<file path="src/rtl/emmc_dat_rx.sv">
// Single-lane eMMC/SD read-data block receiver.
// Deserialises one block MSB-first, checks CRC-16 and the end bit.
module emmc_dat_rx #(
  parameter int BLOCK_BYTES  = 512,
  parameter int TIMEOUT_BITS = 1024
) (
  input  logic        clk,
  input  logic        rst_n,
  input  logic        start,
  input  logic        abort,
  input  logic        bit_en,
  input  logic        dat,
  output logic [7:0]  byte_data,
  output logic        byte_valid,
  output logic        busy,
  output logic        done,
  output logic        crc_err,
  output logic        end_err,
  output logic        timeout,
  output logic [15:0] crc_calc,
  output logic [15:0] crc_rx
);

  localparam int BW = $clog2(BLOCK_BYTES + 1);
  localparam int TW = $clog2(TIMEOUT_BITS + 1);
  localparam logic [BW-1:0] BYTE_LAST = BW'(BLOCK_BYTES);
  localparam logic [TW-1:0] TO_LAST   = TW'(TIMEOUT_BITS);

  typedef enum logic [2:0] {
    S_IDLE,
    S_WAIT,
    S_DATA,
    S_CRC,
    S_END
  } state_t;

  state_t state_q, state_d;

  logic [7:0]    shreg;
  logic [3:0]    bit_cnt;
  logic [BW-1:0] byte_cnt;
  logic [TW-1:0] to_cnt;

  logic [BW-1:0] byte_nxt;
  logic [TW-1:0] to_nxt;
  logic          inv;
  logic [15:0]   crc_nxt;

  logic arm, to_inc, to_hit;
  logic shift_data, byte_end;
  logic shift_crc, fin;

  assign byte_nxt = byte_cnt + BW'(1);
  assign to_nxt   = to_cnt + TW'(1);
  assign busy     = (state_q != S_IDLE);

  // Serial CRC-16 (x^16+x^12+x^5+1), one data bit per strobe
  assign inv     = dat ^ crc_calc[15];
  assign crc_nxt = {crc_calc[14:12], crc_calc[11] ^ inv,
                    crc_calc[10:5],  crc_calc[4] ^ inv,
                    crc_calc[3:0],   inv};

  always_ff @(posedge clk or negedge rst_n) begin
    if (!rst_n) state_q <= S_IDLE;
    else        state_q <= state_d;
  end

  always_comb begin
    state_d    = state_q;
    arm        = 1'b0;
    to_inc     = 1'b0;
    to_hit     = 1'b0;
    shift_data = 1'b0;
    byte_end   = 1'b0;
    shift_crc  = 1'b0;
    fin        = 1'b0;
    unique case (state_q)
      S_IDLE: begin
        if (start) begin
          arm     = 1'b1;
          state_d = S_WAIT;
        end
      end
      S_WAIT: begin
        if (bit_en) begin
          if (!dat) begin
            state_d = S_DATA;
          end else begin
            to_inc = 1'b1;
            if (to_nxt == TO_LAST) begin
              to_hit  = 1'b1;
              state_d = S_IDLE;
            end
          end
        end
      end
      S_DATA: begin
        if (bit_en) begin
          shift_data = 1'b1;
          if (bit_cnt == 4'd7) begin
            byte_end = 1'b1;
            if (byte_nxt == BYTE_LAST) state_d = S_CRC;
          end
        end
      end
      S_CRC: begin
        if (bit_en) begin
          shift_crc = 1'b1;
          if (bit_cnt == 4'd15) state_d = S_END;
        end
      end
      S_END: begin
        if (bit_en) begin
          fin     = 1'b1;
          state_d = S_IDLE;
        end
      end
      default: state_d = S_IDLE;
    endcase
    if (abort) begin
      state_d    = S_IDLE;
      arm        = 1'b0;
      to_inc     = 1'b0;
      to_hit     = 1'b0;
      shift_data = 1'b0;
      byte_end   = 1'b0;
      shift_crc  = 1'b0;
      fin        = 1'b0;
    end
  end

  always_ff @(posedge clk or negedge rst_n) begin
    if (!rst_n) begin
      shreg      <= '0;
      bit_cnt    <= '0;
      byte_cnt   <= '0;
      to_cnt     <= '0;
      byte_data  <= '0;
      byte_valid <= 1'b0;
      done       <= 1'b0;
      crc_err    <= 1'b0;
      end_err    <= 1'b0;
      timeout    <= 1'b0;
      crc_calc   <= '0;
      crc_rx     <= '0;
    end else begin
      byte_valid <= byte_end;
      done       <= to_hit | fin;
      if (arm) begin
        crc_err  <= 1'b0;
        end_err  <= 1'b0;
        timeout  <= 1'b0;
        crc_calc <= '0;
        crc_rx   <= '0;
        bit_cnt  <= '0;
        byte_cnt <= '0;
        to_cnt   <= '0;
      end
      if (to_inc) to_cnt <= to_nxt;
      if (to_hit) timeout <= 1'b1;
      if (shift_data) begin
        shreg    <= {shreg[6:0], dat};
        crc_calc <= crc_nxt;
        bit_cnt  <= byte_end ? 4'd0 : bit_cnt + 4'd1;
      end
      if (byte_end) begin
        byte_data <= {shreg[6:0], dat};
        byte_cnt  <= byte_nxt;
      end
      // 4-bit counter wraps to 0 after the 16th CRC bit
      if (shift_crc) begin
        crc_rx  <= {crc_rx[14:0], dat};
        bit_cnt <= bit_cnt + 4'd1;
      end
      if (fin) begin
        end_err <= ~dat;
        crc_err <= (crc_rx != crc_calc);
      end
    end
  end

endmodule

</file>
<file path="config.mk">
export PLATFORM = sky130hd
export DESIGN_NAME = emmc_dat_rx
export DESIGN_NICKNAME = d
export VERILOG_FILES = /design/src/rtl/emmc_dat_rx.sv
export SDC_FILE = /design/constraint.sdc
export NUM_CORES = 1
export LEC_CHECK = 0
export ABC_CLOCK_PERIOD_IN_PS = 2300
export CORE_ASPECT_RATIO = 0.6
export CORE_MARGIN = 5
export CORE_UTILIZATION = 27
export DETAILED_ROUTE_END_ITERATION = 7
export DONT_BUFFER_PORTS = 1
export GPL_ROUTABILITY_DRIVEN = 0
export GPL_TIMING_DRIVEN = 0
export PLACE_DENSITY_LB_ADDON = 0.15
export SLEW_MARGIN = 20
export SYNTH_ARGS = -nofsm -noshare
export SYNTH_HDL_FRONTEND = slang
export SYNTH_SLANG_ARGS = --single-unit
</file>
<file path="constraint.sdc">
create_clock -name clk -period 2.3 [get_ports clk]
set_input_delay 0.69 -clock clk [delete_from_list [all_inputs] [get_ports clk]]
set_output_delay 0.69 -clock clk [all_outputs]
set_load 0.05 [all_outputs]
</file>
After elaboration in Yosys (flattened, before gate mapping):

Cells that the tools add are included.

* register bits: 80
* input port bits: 6
* output and inout bits: 46
* logic and storage cells: 99

* $add $sub $neg: 3
* equal/unequal tests: 18
* multiplexer cells: 50
* bitwise logic cells: 5
* reduce and logical (&&, ||, !) cells: 10

Operators with widths (count)
* 16-bit two-way mux: 3
* 3-bit two-way mux: 11
* 1-bit two-way mux: 27
* 3-bit inequality test, second input constant: 8
* 11-bit two-way mux: 2
* 10-bit two-way mux: 2
* 4-bit two-way mux: 4
* 16-bit inequality test: 1
* 3-bit one-hot mux with 5 select lines: 1
* 2-bit nonzero test: 6
* 11-bit by 1-bit adder with 11-bit output, second input constant: 1
* 11-bit equality test, second input constant: 1
* 10-bit by 1-bit adder with 10-bit output, second input constant: 1
* 10-bit equality test, second input constant: 1
* 9-bit AND reduction: 1
* 3-bit by 2-bit equality test with 1-bit output, second input constant: 2
* 3-bit nonzero test: 2
* 4-bit by 1-bit adder with 4-bit output, second input constant: 1
* 4-bit by 3-bit equality test with 1-bit output, second input constant: 1
* 4-bit equality test, second input constant: 1
* 4-bit inequality test, second input constant: 1
* 3-bit by 1-bit equality test with 1-bit output, second input constant: 1
* 3-bit equality test, second input constant: 1
* 3-bit zero test: 1
* other kinds (3): 5

Depth between registers and ports, before layout:

Gate-level depths: netlist of the first run.

* depth after elaboration: 8
* depth in mapped cells: 8

Worst setup path before layout of the first run:

OpenSTA, ideal clock, no wires.

* path type: input port to flip-flop
* start point: input port bit_en
* end point: register bit_cnt[3]
* library setup time: 121 ps
* arrival: 1756 ps
* path slack: 423 ps
* stages: 7
* path buffers: 2
* path through: and2_1 buf_2 and3_1 buf_2 a21o_1 a21bo_1 a22o_1

* cells in the longest elaborated chain, start to end: 6
* elaborated cells between the ends (all ways): 12

Ends and longest elaborated chain
* start: declaration: line 11 `input logic bit_en,`
* 1-bit two-way mux: line 98 `if (bit_en) begin`
* 1-bit two-way mux: line 77 `unique case (state_q)`
* 1-bit two-way mux: line 120 `if (abort) begin`
* 4-bit two-way mux: line 164 `bit_cnt <= byte_end ? 4'd0 : bit_cnt + 4'd1;`
* 4-bit two-way mux: line 161 `if (shift_data) begin`
* 4-bit two-way mux: line 171 `if (shift_crc) begin`
* end signal: assignment: line 164
* end signal: assignment: line 173 `bit_cnt <= bit_cnt + 4'd1;`
* end: declaration: line 40 `logic [3:0] bit_cnt;`

Parallel ways exist; a longest one is shown, timed or not.
A chain may end at the register's enable or synchronous reset.

Worst setup path in the final report of the first run:

* start point: register state_q[1]
* end point: output port busy

* cells in the longest elaborated chain, start to end: 1

Ends and longest elaborated chain
* start: declaration: line 37 `state_t state_q, state_d;`
* start signal: assignment: line 65 `else state_q <= state_d;`
* 3-bit nonzero test: line 55 `assign busy = (state_q != S_IDLE);`
* end: declaration: line 15 `output logic busy,`

No other way between the ends.

==> results of run 1 <==
## how the worst max path moves through the flow
stage,start,end,slack (ns),depth (start not counted)
2_1_floorplan,bit_en,bit_cnt[3],0.42,7
3_3_place_gp,dat,to_cnt[7],0.09,6
3_5_place_dp,dat,to_cnt[7],0.05,6
4_1_cts,state_q[1],busy,0.09,2
5_1_grt,state_q[1],busy,0.06,2
6_report,state_q[1],busy,0.12,2
## worst reg2reg max path: stages (launching register included)
cell      delay [ns]
dfrtp_1         0.37
buf_2           0.18
nor3_2          0.30
and2_1          0.16
clkbuf_1        0.36
buf_4           0.27
mux2_1          0.34
## placed cells by master, fill, tap and decap left out, types with 7 or more instances in the layout
cell type  instances
dfrtp_1           80
nand2_1           51
a22o_1            35
o21ai_0           21
nor2_1            19
xnor2_1           16
nand3_1           14
buf_2             10
o21ai_1           10
a21oi_1           10
clkbuf_16          9
nand4_1            8
clkbuf_1           7
## power by group
group / total [µW] / internal (µW) / switching [µW] / leakage [µW]
Sequential: 1570 / 1470 / 106 / 0.00111
Combinational: 309 / 109 / 200 / 0.000685
Clock: 1300 / 746 / 554 / 0.000123
Total: 3180 / 2320 / 860 / 0.00192
## per-stage QoR
| stage | hold WS [ns] | utilization (%) | cell area, µm² | setup slack, ns | total power (µW) |
|---|---|---|---|---|---|
| 3_3_place_gp | 0.4003 | 29.30 | 4004 | 0.09120 | 1907 |
| 2_1_floorplan | 0.3944 | - | 3764 | 0.4229 | 1819 |
| 6_report | 0.04985 | 31.22 | 4267 | 0.1219 | 3184 |
| 4_1_cts | 0.02816 | 31.22 | 4267 | 0.09380 | 3254 |
| 3_5_place_dp | 0.3997 | 29.30 | 4004 | 0.04794 | 1912 |
| 5_1_grt | 0.02826 | 31.22 | 4267 | 0.05960 | 3356 |
## layout make-up
type	instances	area, µm²
Fill cell	1418	9400
Buffer	18	87.58
Tap cell	192	240.2
Inverter	3	11.26
Sequential cell	80	2002
Clock buffer	11	242.7
Clock inverter	3	20.02
Multi-Input combinational cell	260	1663
## state kept, by name (all words and copies together), names as in the netlist
signal and flops:
byte_valid 1, state_q 3, end_err 1, shreg 7
to_cnt 11, crc_calc 16, crc_rx 16, byte_cnt 10
bit_cnt 4, done 1, byte_data 8, crc_err 1
timeout 1
## cells by family after synthesis
kind of cell               after synthesis  synth area share (%)
AOI/OAI and AO/OA                       98                 18.25
adders and majority gates                3                0.9974
DFF                                     80                 53.19
buffers and inverters                   21                 2.626
muxes                                    9                 2.659
xor gates and xnor gates                19                 4.422
and+or+nand+nor                        131                 17.85
## routing by layer
layer  routed length (µm)  GRT usage [%]  share of wire [%]
met5                    0              0                  0
met4                  123          3.899                1.2
met3                  808          5.165                8.1
met2                 3651          15.38                 37
met1                 5353          20.19                 54
==> impl_results.md, run 1 <==
* Crit-path max FO at 10
* Max Cap Viol at 0
* Remaining Overflow, GRT at 0
* Hold Fails Final Rpt at 0
* Top post-synthesis cells by area: dfrtp_1, a22o_1, nand2_1
* Ys async rst share at 100.0%
* DRC violation count after routing at 0
* Die Y at 101.5 µm
* Synthesized area per cell at 10.43 µm²
* Sequential element share of the synthesized area at 53.19%
* Avg WL per Cell at 17.52 µm
* Mapped Nets at 370
* Clk sinks at 80
* Internal reg-to-reg setup slack at 0.22 ns
* Layout cells sized above 1 at 10.40%
* Number of synthesized flops with an enable pin at 0
* Setup TNS at 0 ns
* GRT Overall Usage at 12.83%
* Final Instance Count excl. Fillers at 567
* Ys Warns at 0
* Critical path cell sequence: buf_2 > or3_1
* WP data arrival at 1.49 ns
* Worst-skew pair later-pin latency at 0.34 ns
* R2r worst-path depth at 6
* Most frequent cell after synthesis: dfrtp_1
* R2r endpoint: shreg[3]
* Initial antenna violation count at 0
* CTS Buf Count at 9
* Routed vias/inst at 5.009
* # H-tree levels at 3
* ANT nets after route at 0
* Setup CP Type: flop to output port
* Die width at 162.4 µm
* Drt first pass iters at 4
* Synth Flop Type: dfrtp_1
* CP max stage delay at 0.62 ns
* Number of setup buffers added after CTS at 0
* Rows at 33
* CTS tree: built
* Post-synth top area cell: dfrtp_1
* DR vias at 2840
* # port buffers at 0
* Die ar. at 0.01648 mm²
* Core area at 0.01367 mm²
* Number of global-route vias before repair at 2757
* Slew Limit Fails at 0
* Fmax at 0.4591 GHz
* Layout overhead on the synthesized area at 13.36%
* Yosys cell types at 51
* Synth top area share at 53.19%
* Cells after Synth at 361
* Yosys reg bits at 80
* Clock Tree Buf Depth at 2
* Layout Skew at 0.008312 ns
* Initial Util at 27.54%
* CP max stage cell: or3_1
* # IOs at 52
* Slew margin rel. at 50.49%
* Post-Route WL at 9.936 mm
* Root Buffer: clkbuf_16
* Hold buffers post-CTS at 0
* N_diodes at 0
* Family with the most delay on the worst path: simple AND/OR/NAND/NOR gates
* Placed Instances at 553
* Nature of the critical path endpoint: output port
* Worst Max-Slew Pin Slew at 0.7377 ns
* PwrDens at 746.3 mW/mm²
* DP HPWL at 7.034 mm
* Synth cell count leaders: dfrtp_1, nand2_1, a22o_1, o21ai_0, nor2_1
* Unrepaired setup endpoints after global routing: false
* Fin crit period at 2.178 ns
* Largest net degree at the start of global routing at 81
* First-pass GRT wire length at 16.13 mm
* Status: finished, final reports clean
* Worst IR drop on VDD at 283.0 µV
* Clk slew on worst S/H paths at 0.06 ns
* Worst Path Required at 1.61 ns
* Critical path startpoint category: flop
* # setup viols final at 0
* P_leak at 0.001920 µW
* R2R Path Start: state_q[0]
* Critical path buffers and inverters at 1
* Detailed Route Iter0 Violations at 170
* Hold Crit Class: input port to async pin
* Synth Cell Area at 0.003764 mm²
* Period utilisation layout at 94.70%
* # resized after CTS at 0
* # nets final at 381
Note: power is estimated with default switching activity, not from simulation.
==> inputs of run 2 (changes only) <==
Settings changed: PLACE_DENSITY_LB_ADDON 0.15 to 0.05, SETUP_SLACK_MARGIN set to 0.5.
==> run 2 against run 1 <==
Wire length up 5.8%. First-iteration DRC count increased by 28%. Final cell count grew 4.2%. Global-route usage increased by 0.052 points. Clock skew hardly changed. Worst hold slack worse by 0.0082 ns. Final area rose by 11%. Clock power increased by 15%. Sequential cell count unchanged. Sequential share of layout area decreased by 4.5 points. Count of clock-buffer cells in the layout down 2.
==> impl_results.md, run 2 (synthesis gave the netlist of run 1 again) <==
* Hold Crit Class: input port to async pin
* Clock Tree Buf Depth at 2 (unchanged)
* Most frequent cells in the layout: dfrtp_1, nand2_1, a22o_1
* PwrDens at 737.7 mW/mm² (-1.1%)
* Drt first pass iters at 4 (unchanged)
* Hold Fails Final Rpt at 0 (unchanged)
* Period utilisation layout at 87.61% (-7.1 points)
* Hold buffers post-CTS at 0 (unchanged)
* DR vias at 2902 (+2.2%)
* Die Y at 101.5 µm (unchanged)
* Avg WL per Cell at 17.79 µm (+1.5%)
* Multi-input logic area at 0.001849 mm² (+11%)
* Final setup margin at 0.2851 ns (+0.1631 ns)
* Comb power frac at 12.7% (+3.0 points)
* Register area at 0.002017 mm² (+0.75%)
* Pre-CTS setup slack at 0.01508 ns (-0.03286 ns)
* # IOs at 52 (unchanged)
* Detailed Route Iter0 Violations at 217 (+28%)
* Status: finished, final reports clean
* Critical path startpoint category: flop
* DRC violation count after routing at 0 (unchanged)
* Fin crit period at 2.015 ns (-0.1631 ns)
* Slew Limit Fails at 0 (unchanged)
* # nets final at 403 (+5.8%)
* Clk network pwr share at 42.4% (+1.5 points)
* Slew margin rel. at 56.61% (+6.1 points)
* Worst Path Required at 1.61 ns (about the same)
* Routed vias/inst at 4.910 (-2.0%)
* Setup TNS at 0 ns (unchanged)
* Crit-path max FO at 6 (-4)
* Switching power at 984.8 µW (+14%)
* First-pass GRT wire length at 16.22 mm (+0.56%)
* Layout fillers at 1399 (-1.3%)
* Remaining Overflow, GRT at 0 (unchanged)
* Fmax at 0.4963 GHz (+8.1%)
* Sw Ratio at 28.08% (+1.1 points)
* Initial Util at 27.54% (unchanged)
* Post-Route WL at 10.51 mm (+5.8%)
* GRT Overall Usage at 12.89% (+0.052 points)
* Number of global-route vias before repair at 2695 (-2.2%)
* Die ar. at 0.01648 mm² (unchanged)
* Setup CP Type: flop to output port
* Layout overhead on the synthesized area at 26.30%
* CTS Buf Count at 9 (unchanged)
* Internal at 2522 µW (+8.5%)
* Clk slew on worst S/H paths at 0.07 ns (about the same)
* Largest regs: crc_calc x16, crc_rx x16, to_cnt x11
* # H-tree levels at 3 (unchanged)
* Rows at 33 (unchanged)
* Sequential share of power at 44.9% (-4.6 points)
* Initial antenna violation count at 0 (unchanged)
* Worst-skew pair later-pin latency at 0.34 ns (about the same)
* DP HPWL at 7.141 mm (+1.5%)
* # port buffers at 0 (unchanged)
* Worst IR drop on VDD at 274.1 µV (-3.1%)
* Largest net degree at the start of global routing at 81 (unchanged)
* Worst Max-Slew Pin Slew at 0.6508 ns (-0.08690 ns)
* Nature of the critical path endpoint: output port
* Layout Skew at 0.008759 ns (+0.0004466 ns)
* WP data arrival at 1.32 ns (-0.17 ns)
* Layout cells sized above 1 at 26.07% (+16 points)
* Unrepaired setup endpoints after global routing: true
* Root Buffer: clkbuf_16
* N_diodes at 0 (unchanged)
* ANT nets after route at 0 (unchanged)
* Clk sinks at 80 (unchanged)
* Core area at 0.01367 mm² (unchanged)
* Max Cap Viol at 0 (unchanged)
* Commonest non-fill, non-tap cell in the layout: dfrtp_1
* CTS tree: built
* Die width at 162.4 µm (unchanged)
* # setup viols final at 0 (unchanged)
* P_leak at 0.002062 µW (+7.4%)
[run 2: metrics by stage]
| step | util, % | hold WS (ns) | area [µm²] | std cells | power, µW |
|---|---|---|---|---|---|
| 3_5_place_dp | 29.40 | 0.3982 | 4018 | 553 | 1918 |
| 5_1_grt | 34.78 | 0.02313 | 4753 | 591 | 3643 |
| 2_1_floorplan | - | 0.3944 | 3777 | 361 | 1822 |
| 4_1_cts | 33.01 | 0.02773 | 4512 | 574 | 3487 |
| 6_report | 34.78 | 0.04169 | 4753 | 591 | 3507 |
| 3_3_place_gp | 29.40 | 0.3971 | 4018 | 553 | 1917 |
[run 2: layout make-up]
| type | instances | area share [%] |
|---|---|---|
| clock inverters | 7 | 1.658 |
| flip-flops and latches | 80 | 42.43 |
| well taps | 192 | 5.054 |
| multi-input cells | 260 | 38.90 |
| repair buffers | 22 | 3.975 |
| clock buffers | 9 | 4.738 |
| plain buffers | 18 | 2.843 |
| inverters | 3 | 0.3948 |
[run 2: repair_timing]
item / CTS / global route
resized for setup: 39 / 36
setup buffers: 5 / 17
hold endpoints to repair: 0 / 0
endpoints found under the setup margin: 63 / 58
pin swaps: 7 / 7
[run 2: path summary, 6_finish.rpt]
| kind | startpoint | end | slack [ns] | cells past startpoint |
|---|---|---|---|---|
| setup / recovery | state_q[0] | busy | 0.29 | 2 |
| hold / removal | rst_n | to_cnt[9] | 0.04 | 0 |
| setup reg to reg | state_q[2] | to_cnt[6] | 0.47 | 5 |
| hold reg to reg | shreg[6] | byte_data[7] | 0.49 | 2 |
| max in group asynchronous | rst_n | byte_cnt[0] | 2.05 | 0 |
| min in group clk | abort | state_q[2] | 0.41 | 1 |
[run 2: metal layers]
layer	share of wire, %	global-route usage [%]	vias up
met5	0	0	-
met4	0.79	3.119	0
met3	7.2	4.473	9
met2	36	15.48	71
met1	56	21.03	1429
li1	-	-	1393
[run 2: power by group through the flow]
stage	Clock [µW]	Combinational [µW]	Sequential (µW)
after floorplan	0	241	1580
after global placement	0	317	1600
after detailed placement	0	318	1600
after CTS	1530	381	1580
final	1490	446	1580
after global routing	1570	487	1580
[run 2: critical path, stage by stage (launching register included)]
cell     delay [ns]
dfrtp_1        0.37
buf_6          0.13
or3_4          0.48
